### src/rtl/rv_lsu_pkg.sv
// Shared constants and FSM state type for the RV32I MEM-stage
// load/store unit.
package rv_lsu_pkg;

  localparam logic [2:0] F3_LB  = 3'b000;
  localparam logic [2:0] F3_LH  = 3'b001;
  localparam logic [2:0] F3_LW  = 3'b010;
  localparam logic [2:0] F3_LBU = 3'b100;
  localparam logic [2:0] F3_LHU = 3'b101;
  localparam logic [2:0] F3_SB  = 3'b000;
  localparam logic [2:0] F3_SH  = 3'b001;
  localparam logic [2:0] F3_SW  = 3'b010;

  typedef enum logic [1:0] {
    IDLE,
    REQ,
    WAIT,
    DONE
  } lsu_state_t;

endpackage

### src/rtl/load_extend.sv
// Load lane select and sign/zero extension of a bus read word.
// Offending offset bits select the naturally aligned lane.
module load_extend
  import rv_lsu_pkg::*;
#(
  parameter int XLEN = 32
) (
  input  logic [XLEN-1:0] rdata,
  input  logic [2:0]      funct3,
  input  logic [1:0]      offset,
  output logic [XLEN-1:0] data
);

  logic [7:0]  lane_b;
  logic [15:0] lane_h;

  always_comb begin
    lane_b = rdata[7:0];
    unique case (offset)
      2'd0: lane_b = rdata[7:0];
      2'd1: lane_b = rdata[15:8];
      2'd2: lane_b = rdata[23:16];
      2'd3: lane_b = rdata[31:24];
    endcase
    lane_h = offset[1] ? rdata[31:16] : rdata[15:0];
  end

  always_comb begin
    data = rdata;
    unique case (funct3)
      F3_LB:   data = {{(XLEN-8){lane_b[7]}}, lane_b};
      F3_LH:   data = {{(XLEN-16){lane_h[15]}}, lane_h};
      F3_LBU:  data = {{(XLEN-8){1'b0}}, lane_b};
      F3_LHU:  data = {{(XLEN-16){1'b0}}, lane_h};
      F3_LW:   data = rdata;
      default: data = rdata;
    endcase
  end

endmodule

### src/rtl/load_store_unit.sv
// MEM-stage data-memory access engine (ready/valid bus, stall control).
// Define MISALIGN_TRAP_EN to trap misaligned halves/words instead of force-aligning.
module load_store_unit
  import rv_lsu_pkg::*;
#(
  parameter int XLEN     = 32,
  parameter int ADDR_LSB = 2
) (
  input  logic            clk,
  input  logic            rst,
  input  logic            MemRd_MEM,
  input  logic            MemWr_MEM,
  input  logic [2:0]      funct3_MEM,
  input  logic [XLEN-1:0] Alu_out_MEM,
  input  logic [XLEN-1:0] rs2_data_MEM,
  output logic            dmem_req,
  output logic            dmem_we,
  output logic [XLEN-1:0] dmem_addr,
  output logic [XLEN-1:0] dmem_wdata,
  output logic [3:0]      dmem_wstrb,
  input  logic            dmem_ready,
  input  logic            dmem_rvalid,
  input  logic [XLEN-1:0] dmem_rdata,
  output logic [XLEN-1:0] Data_Load_WB,
  output logic            stall_MEM,
  output logic            misalign_MEM
);

  lsu_state_t state, state_nx;

  logic            access;
  logic            is_store;
  logic            misaligned;
  logic            latch;
  logic            capture;
  logic [XLEN-1:0] st_wdata;
  logic [3:0]      st_wstrb;
  logic [XLEN-1:0] addr_q;
  logic [2:0]      f3_q;
  logic            we_q;
  logic [XLEN-1:0] wdata_q;
  logic [3:0]      wstrb_q;
  logic [XLEN-1:0] load_ext;

  assign access   = MemRd_MEM | MemWr_MEM;
  assign is_store = MemWr_MEM & ~MemRd_MEM;

  // Store data is replicated across lanes; strobes pick the live bytes.
  always_comb begin
    st_wdata = rs2_data_MEM;
    st_wstrb = 4'b1111;
    unique case (funct3_MEM[1:0])
      F3_SB[1:0]: begin
        st_wdata = {4{rs2_data_MEM[7:0]}};
        st_wstrb = 4'b0001 << Alu_out_MEM[1:0];
      end
      F3_SH[1:0]: begin
        st_wdata = {2{rs2_data_MEM[15:0]}};
        st_wstrb = 4'b0011 << {Alu_out_MEM[1], 1'b0};
      end
      F3_SW[1:0], 2'b11: begin
        st_wdata = rs2_data_MEM;
        st_wstrb = 4'b1111;
      end
    endcase
  end

`ifdef MISALIGN_TRAP_EN
  logic mis_q;

  always_comb begin
    misaligned = 1'b0;
    unique case (funct3_MEM[1:0])
      F3_SB[1:0]: misaligned = 1'b0;
      F3_SH[1:0]: misaligned = Alu_out_MEM[0];
      F3_SW[1:0], 2'b11: misaligned = |Alu_out_MEM[1:0];
    endcase
  end

  always_ff @(posedge clk or posedge rst) begin
    if (rst) begin
      mis_q <= 1'b0;
    end else if (state == IDLE) begin
      mis_q <= access & misaligned;
    end
  end

  assign misalign_MEM = (state == DONE) & mis_q;
`else
  assign misaligned   = 1'b0;
  assign misalign_MEM = 1'b0;
`endif

  always_ff @(posedge clk or posedge rst) begin
    if (rst) state <= IDLE;
    else     state <= state_nx;
  end

  always_comb begin
    state_nx = state;
    latch    = 1'b0;
    capture  = 1'b0;
    unique case (state)
      IDLE: begin
        if (access) begin
          latch    = ~misaligned;
          state_nx = misaligned ? DONE : REQ;
        end
      end
      REQ: begin
        if (dmem_ready) state_nx = we_q ? DONE : WAIT;
      end
      WAIT: begin
        if (dmem_rvalid) begin
          capture  = 1'b1;
          state_nx = DONE;
        end
      end
      DONE: state_nx = IDLE;
      default: state_nx = IDLE;
    endcase
  end

  always_ff @(posedge clk or posedge rst) begin
    if (rst) begin
      addr_q  <= '0;
      f3_q    <= '0;
      we_q    <= 1'b0;
      wdata_q <= '0;
      wstrb_q <= '0;
    end else if (latch) begin
      addr_q  <= Alu_out_MEM;
      f3_q    <= funct3_MEM;
      we_q    <= is_store;
      wdata_q <= st_wdata;
      wstrb_q <= is_store ? st_wstrb : 4'b0000;
    end
  end

  load_extend #(
    .XLEN(XLEN)
  ) u_ext (
    .rdata (dmem_rdata),
    .funct3(f3_q),
    .offset(addr_q[1:0]),
    .data  (load_ext)
  );

  always_ff @(posedge clk or posedge rst) begin
    if (rst)          Data_Load_WB <= '0;
    else if (capture) Data_Load_WB <= load_ext;
  end

  assign dmem_req   = (state == REQ);
  assign dmem_we    = we_q;
  assign dmem_addr  = {addr_q[XLEN-1:ADDR_LSB], {ADDR_LSB{1'b0}}};
  assign dmem_wdata = wdata_q;
  assign dmem_wstrb = wstrb_q;

  assign stall_MEM = ((state == IDLE) & access)
                   | (state == REQ)
                   | (state == WAIT);

endmodule

### config.mk
export PLATFORM = sky130hd
export DESIGN_NAME = load_store_unit
export DESIGN_NICKNAME = d
export VERILOG_FILES = /design/src/rtl/rv_lsu_pkg.sv /design/src/rtl/load_extend.sv /design/src/rtl/load_store_unit.sv
export SDC_FILE = /design/constraint.sdc
export NUM_CORES = 1
export LEC_CHECK = 0
export CAP_MARGIN = 20
export CORE_MARGIN = 8
export CORE_UTILIZATION = 30
export DETAILED_ROUTE_END_ITERATION = 10
export PLACE_DENSITY = 0.66
export SYNTH_ARGS = -nofsm -noshare
export SYNTH_HDL_FRONTEND = slang
export SYNTH_HIERARCHICAL = 1
export SYNTH_SLANG_ARGS = --single-unit
### constraint.sdc
create_clock -name clk -period 3.9 [get_ports clk]
set_input_delay 0.39 -clock clk [delete_from_list [all_inputs] [get_ports clk]]
set_output_delay 0.39 -clock clk [all_outputs]
set_load 0.02 [all_outputs]
== Word-level counts from Yosys, hierarchy flattened ==
Index checks and enable logic that the tools add are counted.

* Bits of input ports: 105
* Register bits after elaboration: 106
* Output and inout bits: 104
* Logic and storage cells: 51

* Shift operators: 2
* Reduce and logical (&&, ||, !) cells: 6
* Mux-type cells: 15
* Bitwise operators: 6
* Eq/ne operators: 15

{| class="wikitable"
|+ Operators with widths
! cell !! number
|-
| case mux 32 bit (4 select lines) || 1
|-
| case mux 32 bit (3 select lines) || 1
|-
| case mux 8 bit (4 select lines) || 1
|-
| two-way mux 16 bit || 1
|-
| equality test 2 bit (second input constant) || 6
|-
| case mux 4 bit (3 select lines) || 1
|-
| case mux 2 bit (4 select lines) || 1
|-
| equality test 2 x 1 -> 1 bit (second input constant) || 3
|-
| equality test 3 bit (second input constant) || 2
|-
| logical NOT 2 bit || 3
|-
| two-way mux 2 bit || 3
|-
| two-way mux 1 bit || 5
|-
| two-way mux 4 bit || 1
|-
| != test 2 bit (second input constant) || 2
|-
| << shifter 1 x 2 -> 4 bit (first input constant) || 1
|-
| << shifter 2 x 2 -> 4 bit (first input constant) || 1
|-
| equality test 3 x 1 -> 1 bit (second input constant) || 1
|-
| logical NOT 3 bit || 1
|-
| OR 1 bit || 3
|-
| AND reduction 3 bit || 1
|-
| AND 1 bit || 2
|-
| != test 2 x 1 -> 1 bit (second input constant) || 1
|-
| OR reduction 2 bit || 1
|-
| inverter 1 bit || 1
|}

== Depth between registers and ports, before layout ==
Gate-level depths: netlist of run 1.

* Depth after elaboration: 4
* Gate-level depth with buffers: 8
* Gate-level depth less buffers: 5

== Hierarchy ==
Netlist of run 1, hierarchy kept.

{| class="wikitable"
|+ Modules (own cells, without submodules)
! module !! times used !! seq. area each (µm²) !! cells an instance !! area an instance (µm²)
|-
| load_store_unit || 1 || 2652.5 || 351 || 4665.7
|-
| load_extend || 1 || 0.0 || 110 || 649.4
|}

== Worst setup path before layout of run 1 ==
No wires, ideal clock.

* Path type: register to register
* From: register addr_q[1]
* To: register Data_Load_WB[15]
* Period minus slack after synthesis: 1867 ps
* Stages on the path, launching flop included: 8
* Setup time: 125 ps
* Path buffers: 2
* Slack: 2033 ps
* Required time: 3775 ps
* Arrival: 1742 ps
* Path through: dfrtp_1 -> mux4_2 -> nand3b_4 -> o41a_2 -> buf_6 -> buf_6 -> nand2_1 -> mux2_2

* Cells in the longest elaborated chain, start to end: 3
* Elaborated cells between the ends (all ways): 7
* Those cells by class: eq/ne: 3; mux: 3; reduce/logical: 1

{| class="wikitable"
|+ RTL lines
! what !! RTL line !! source
|-
| start, declared || load_store_unit.sv:38 || <nowiki>logic [XLEN-1:0] addr_q;</nowiki>
|-
| start signal, assigned || load_store_unit.sv:132 || <nowiki>addr_q <= Alu_out_MEM;</nowiki>
|-
| equality test 2 bit, or another cell as far along || load_extend.sv:19 || <nowiki>unique case (offset)</nowiki>
|-
| case mux 8 bit (4 select lines) || load_extend.sv:19 ||
|-
| case mux 32 bit (4 select lines) (*) || load_extend.sv:30 || <nowiki>unique case (funct3)</nowiki>
|-
| via load_ext[15] || load_store_unit.sv:43 || <nowiki>logic [XLEN-1:0] load_ext;</nowiki>
|-
| end signal, assigned || load_store_unit.sv:151 || <nowiki>else if (capture) Data_Load_WB <= load_ext;</nowiki>
|-
| end, declared || load_store_unit.sv:24 || <nowiki>output logic [XLEN-1:0] Data_Load_WB,</nowiki>
|}

The timed path passes the listed nets; every way through them passes the cells marked *.
A chain may end at the register's enable or synchronous reset.

== Final worst setup path of run 1 ==
* From: register addr_q[1]
* To: register Data_Load_WB[26]

Same word-level chain as after synthesis.

==> results.md, run 1 <==
- P&R area growth vs syn: 43.2%
- Hold Vio Cnt, Final: 0
- Fillers: 1,600
- Launch point of the worst path: addr_q[1]
- Slew at the pin closest to its max-slew limit: 1050 ps
- Placed cells: 839
- Syn Std Cell Area: 5320 µm²
- Global-route wire length before repair: 23,700 µm
- # IOs: 209
- VDD IR max: 0.454 mV
- Final Instance Count excl. Fillers: 856
- FF-to-FF setup slack: 1570 ps
- Switching part of the total: 38.5%
- Post-Synthesis Cells: 461
- Diode count: 0
- First DRT Iteration DRCs: 171
- Clk pwr share: 14.8%
- Initial antenna violation count: 0
- Combinational Power Share: 52.6%
- Row Count: 48
- Worst setup margin: 1570 ps
- Setup Buffers After CTS: 0
- Synthesized flop and latch total: 106
- Post-route cell area: 7610 µm²
- Vias in the first global route: 4,293
- RePlAce Congestion: 0.755
- Gr ovfl total: 0
- Static leakage: 0.00330 µW
- Setup_tns: 0 ps
- Max FO, Critical Path: 17
- Synth cell types: 34
- Die height: 149 µm
- Final ANT Viol Nets: 0
- Placed Area: 7290 µm²
- Gates resized, CTS repair: 0
- Worst Hold Class: primary input to asynchronous set/reset pin
- NumNets Final: 735
- Synth area leader: dfrtp_1
- Total GRT Usage: 13.5%
- Worst EP arrival: 2560 ps
- Unrepaired setup endpoints after global routing: no
- Detailed Route WL: 15,100 µm
- Wire per inst: 17.7 µm
- CTS buffer count: 9
- Final Setup Violations: 0
- Detailed placer's ending HPWL: 11,600 µm
- Vias/cell: 4.65
- Pre-CTS setup slack: 1480 ps
- Int Pwr: 3840 µW
- Hold buffer count at cts: 0
- Max Transition Viols Final: 0
- Final Critical Period: 2330 ps
- Switch Pwr: 2400 µW
- Crit Path Category: flip-flop to flip-flop
- Power per cell area: 819 nW/µm²
- Placeable core area: 17,300 µm²
- # port buffers: 205
- Clock Latency Late Sink: 350 ps
- Synth top area cells: dfrtp_1 (50%), mux2_2 (18%), nand2_1 (5.6%)
- Startpoint types: flip-flop
- CTS tree: done
- Mapped Avg Cell Area: 11.5 µm²
- Initial Util: 30.7%
- Die area: 22,200 µm²
- Share of layout cells above drive strength 1: 18.4%
- Critical Path RT: 4130 ps
- Largest net degree at the start of global routing: 90
- Fin crit share: 59.7%
- Outcome: completed
- Worst Skew: 4.95 ps
- Root buf cell: clkbuf_16
- Part of the power in registers: 32.7%
- Crit. End Element: flip-flop
- Drc violations: 0
- F_max: 429 MHz
- Syn. warnings: 6
- Clock Pin Slew Worst Setup and Hold Paths: 70 ps
- CTS H-tree lvls: 3
- Max-cap violation count: 0
- Pre-antenna DRT Iters: 6
- Clock sinks: 106
- Sequential fraction of the synthesis area: 49.9%
- Synth top area share: 49.9%
- Die width: 149 µm
- Worst R2R Start: addr_q[1]
- Slew HR: 30.3%
- Clock buffer depth: 2
- Routed vias: 3,977
## cell families after synthesis
logic type               Yosys count  share of synthesized area (%)
flip-flops                       106                           49.9
buffers and inverters             66                           8.40
AND/OR/NAND/NOR                   97                           7.70
other                              1                         0.0706
AO/OA/AOI/OAI                     71                           8.78
adder cells (fa/ha/maj)            4                          0.942
multiplexers                     116                           24.2
## cell type report
cell class | instances | area [µm²] | area share, %
well taps | 225 | 282 | 3.70
clock buffers | 9 | 225 | 2.96
clock inverters | 7 | 77.6 | 1.02
multi-input cells | 291 | 2220 | 29.2
repair buffers | 211 | 2120 | 27.9
inverters | 7 | 28.8 | 0.378
flip-flops and latches | 106 | 2650 | 34.9
## layer usage
| layer | track usage (%) | vias to the layer above | wire (µm) |
|---|---|---|---|
| met3 | 5.92 | 13 | 1450 |
| li1 | - | 1893 | - |
| met4 | 3.74 | 0 | 171 |
| met1 | 15.3 | 1928 | 6140 |
| met2 | 22.5 | 143 | 7360 |
| met5 | 0 | - | 0 |
## metrics by stage
| step | hold WS [ps] | power (µW) | util (%) |
|---|---|---|---|
| 2_1_floorplan | 465 | 4120 | - |
| 3_3_place_gp | 462 | 5290 | 42.1 |
| 3_5_place_dp | 471 | 5380 | 42.1 |
| 4_1_cts | 493 | 6340 | 43.9 |
| 5_1_grt | 501 | 6640 | 44.0 |
| 6_report | 453 | 6230 | 44.0 |
## critical path, stage by stage, from the launching register on
cell and delay (ps):
dfrtp_1 700, mux4_2 620, nand3b_4 140, o41a_2 360, nand2_1 110, mux2_2 270
## power by group through the flow
stage	Combinational, µW	Sequential, µW	Clock [µW]
detailed placement	3320	2060	0
floorplan	1790	2330	0
global route	3520	2120	1010
CTS	3330	2050	964
global placement	3270	2020	0
finish	3280	2040	921
## state kept, by name (all words and copies together) (netlist names)
signal / flops
Data_Load_WB: 32
addr_q: 32
dmem_wdata: 32
dmem_we: 1
dmem_wstrb: 4
f3_q: 3
state: 2
## synthesized netlist by cell type, drive strengths merged
| cell | count |
|---|---|
| a2111oi | 1 |
| nor2b | 3 |
| conb | 1 |
| mux2i | 25 |
| o41a | 1 |
| nand3b | 2 |
| a2bb2oi | 1 |
| a22o | 8 |
| mux4 | 1 |
| nand2b | 1 |
| inv | 7 |
| a22oi | 13 |
| ha | 4 |
| o21ai | 38 |
| o21bai | 2 |
| and2b | 1 |
| nor2 | 8 |
| o311ai | 1 |
| nand2 | 80 |
| clkbuf | 7 |
| dfrtp | 106 |
| buf | 52 |
| mux2 | 90 |
| nand3 | 2 |
| a211oi | 2 |
| a32oi | 1 |
| a21oi | 2 |
| o21ba | 1 |
## cells in the final DEF (no fill, tap or decap), types with 2 or more instances in the layout
cell	synthesis	routed
a211oi_1	2	2
a21oi_1	2	2
a22o_1	8	8
a22oi_1	13	13
buf_12	0	2
buf_4	36	4
clkbuf_16	0	9
clkdlybuf4s50_1	0	205
clkinvlp_4	0	4
conb_1	1	3
dfrtp_1	106	106
ha_1	4	4
inv_1	7	6
mux2_1	4	4
mux2_2	86	86
mux2i_1	25	25
nand2_1	80	80
nand3_1	2	2
nor2_1	7	7
nor2b_1	3	3
o21ai_0	37	37
o21bai_1	2	2
## worst paths after layout
check                                   endpoint  depth (start not counted)
worst max register to register  Data_Load_WB[26]                          5
worst min-delay path                   addr_q[7]                          2
min in group clk                  dmem_wdata[19]                          2
worst min register to register    dmem_wdata[19]                          2
max in group asynchronous          dmem_wstrb[3]                          4
worst max-delay path            Data_Load_WB[26]                          5
Note: power is estimated with default switching activity, not from simulation.
==> run 2: changes to the inputs <==
--- a/config.mk
+++ b/config.mk
@@ -9,7 +9,7 @@
 export CORE_MARGIN = 8
 export CORE_UTILIZATION = 30
 export DETAILED_ROUTE_END_ITERATION = 10
-export PLACE_DENSITY = 0.66
+export PLACE_DENSITY = 0.68
 export SYNTH_ARGS = -nofsm -noshare
 export SYNTH_HDL_FRONTEND = slang
 export SYNTH_HIERARCHICAL = 1
==> constraint.sdc (replaced) <==
create_clock -name clk -period 1.9 [get_ports clk]
set_input_delay 0.19 -clock clk [delete_from_list [all_inputs] [get_ports clk]]
set_output_delay 0.19 -clock clk [all_outputs]
set_load 0.02 [all_outputs]
==> results.md, run 2 (synthesis results as in run 1) <==
- Fin crit share: 94.4%
- Root buf cell: clkbuf_16
- Diode count: 0
- Pre-antenna DRT Iters: 4
- Vias in the first global route: 4,385
- Startpoint types: flip-flop
- Commonest non-fill, non-tap cell in the layout: clkdlybuf4s50_1
- CTS buffer count: 9
- Worst Hold Class: primary input to asynchronous set/reset pin
- Initial Util: 30.7%
- Placed Area: 7450 µm²
- Met2 Wirelength: 7570 µm
- Max FO, Critical Path: 4
- Post-route cell area: 7760 µm²
- CTS tree: done
- Power per cell area: 1680 nW/µm²
- NumNets Final: 747
- Outcome: completed
- Largest net degree at the start of global routing: 71
- Clock Pin Slew Worst Setup and Hold Paths: 70 ps
- Total GRT Usage: 13.7%
- Crit. End Element: output port
- Commonest cells after routing, fill and taps aside: clkdlybuf4s50_1 (203), dfrtp_1 (106), mux2_2 (86), nand2_1 (80), o21ai_0 (37)
- Vias/cell: 4.72
- Crit Path Category: flip-flop to output port
- Routed length on met1: 6230 µm
- Worst Skew: 8.26 ps
- Die area: 22,200 µm²
- VDD IR max: 0.802 mV
- P&R area growth vs syn: 46.0%
- Drc violations: 0
- Static leakage: 0.00339 µW
- Worst EP arrival: 1600 ps
- Critical Path RT: 1710 ps
- Share of layout cells above drive strength 1: 20.2%
- Max Transition Viols Final: 0
- Util after Layout: 44.9%
- Wire per inst: 17.8 µm
- Final Instance Count excl. Fillers: 868
- Global-route wire length before repair: 23,900 µm
- Slew at the pin closest to its max-slew limit: 572 ps
- # IOs: 209
- First DRT Iteration DRCs: 185
- Initial antenna violation count: 1
- Row Count: 48
- Unrepaired setup endpoints after global routing: no
- DR top layer: met5
- Total power draw: 13,100 µW
- # port buffers: 205
- Slew HR: 61.8%
- Clock Latency Late Sink: 350 ps
- Clock sinks: 106
- Routed vias: 4,099
- Clock buffer depth: 2
- Detailed placer's ending HPWL: 12,100 µm
- Final ANT Viol Nets: 0
- Placeable core area: 17,300 µm²
- Max-cap violation count: 0
- Hold buffer count at cts: 0
- F_max: 558 MHz
- Final Setup Violations: 0
- Pre-CTS setup slack: -172 ps
- CTS H-tree lvls: 3
- Final Critical Period: 1790 ps
- Detailed Route WL: 15,400 µm
- Hold Vio Cnt, Final: 0
- Die width: 149 µm
- Worst setup margin: 106 ps
- Placed cells: 852
- Die height: 149 µm
- Met3 wire len: 1350 µm
- Gr ovfl total: 0
- RePlAce Congestion: 0.776
[run 2: changes by cell type in the layout (fill, tap and decap cells not counted)]
cell             before  now
buf_4                 4   12
buf_12                2    6
clkdlybuf4s50_1     205  203
clkinvlp_4            4    2
inv_6                 1    3
clkdlybuf4s15_1       0    1
dlygate4sd2_1         0    1
ha_1                  4    3
ha_2                  0    1
inv_4                 1    0
inv_8                 0    1
nor2_1                7    6
nor2_2                0    1
[run 2: worst max-delay path, cell delays in order, from the launching register on]
cell and delay, ps:
dfrtp_1 420, inv_1 120, ha_2 240, o21ai_4 90, nand2_1 70, clkdlybuf4s15_1 320
[run 2: final timing paths]
path | start | slack [ps] | to | cells after the start
max in group asynchronous | rst | 1170 | dmem_wstrb[3] | 3
setup reg to reg | addr_q[1] | 130 | Data_Load_WB[21] | 6
hold / removal | rst | 170 | addr_q[5] | 2
min in group clk | Alu_out_MEM[26] | 440 | addr_q[26] | 2
hold reg to reg | dmem_wdata[19] | 480 | dmem_wdata[19] | 2
setup / recovery | state[1] | 110 | stall_MEM | 5
[run 2: area by class of cell]
cell class	instances	area, µm²
clock buffers	9	225
well taps	225	282
inverters	7	30.0
clock inverters	7	83.8
fillers	1606	9530
flip-flops and latches	106	2650
multi-input cells	291	2230
repair buffers	223	2260
[run 2: timing repair]
item	CTS	global route
setup endpoints to repair	2	4
gates cloned	0	0
gates resized for setup	3	2
buffers inserted	0	0
[run 2: power by group]
group	leakage (µW)	total (µW)	internal, µW	switching [µW]
clock network	0.000149	1940	1050	896
logic	0.00196	7100	3620	3480
registers	0.00129	4030	3380	652
[run 2: layer usage]
metal  global-route usage [%]  vias up
met5                        0        -
met4                     5.40        2
met3                     5.13       21
met2                     22.7      155
met1                     15.7     2005
li1                         -     1916
[run 2: per-stage QoR]
stage	TNS, ps	hold slack [ps]
floorplan	0	322
global placement	-1900	464
detailed placement	-2510	473
CTS	0	158
global route	0	176
finish	0	173
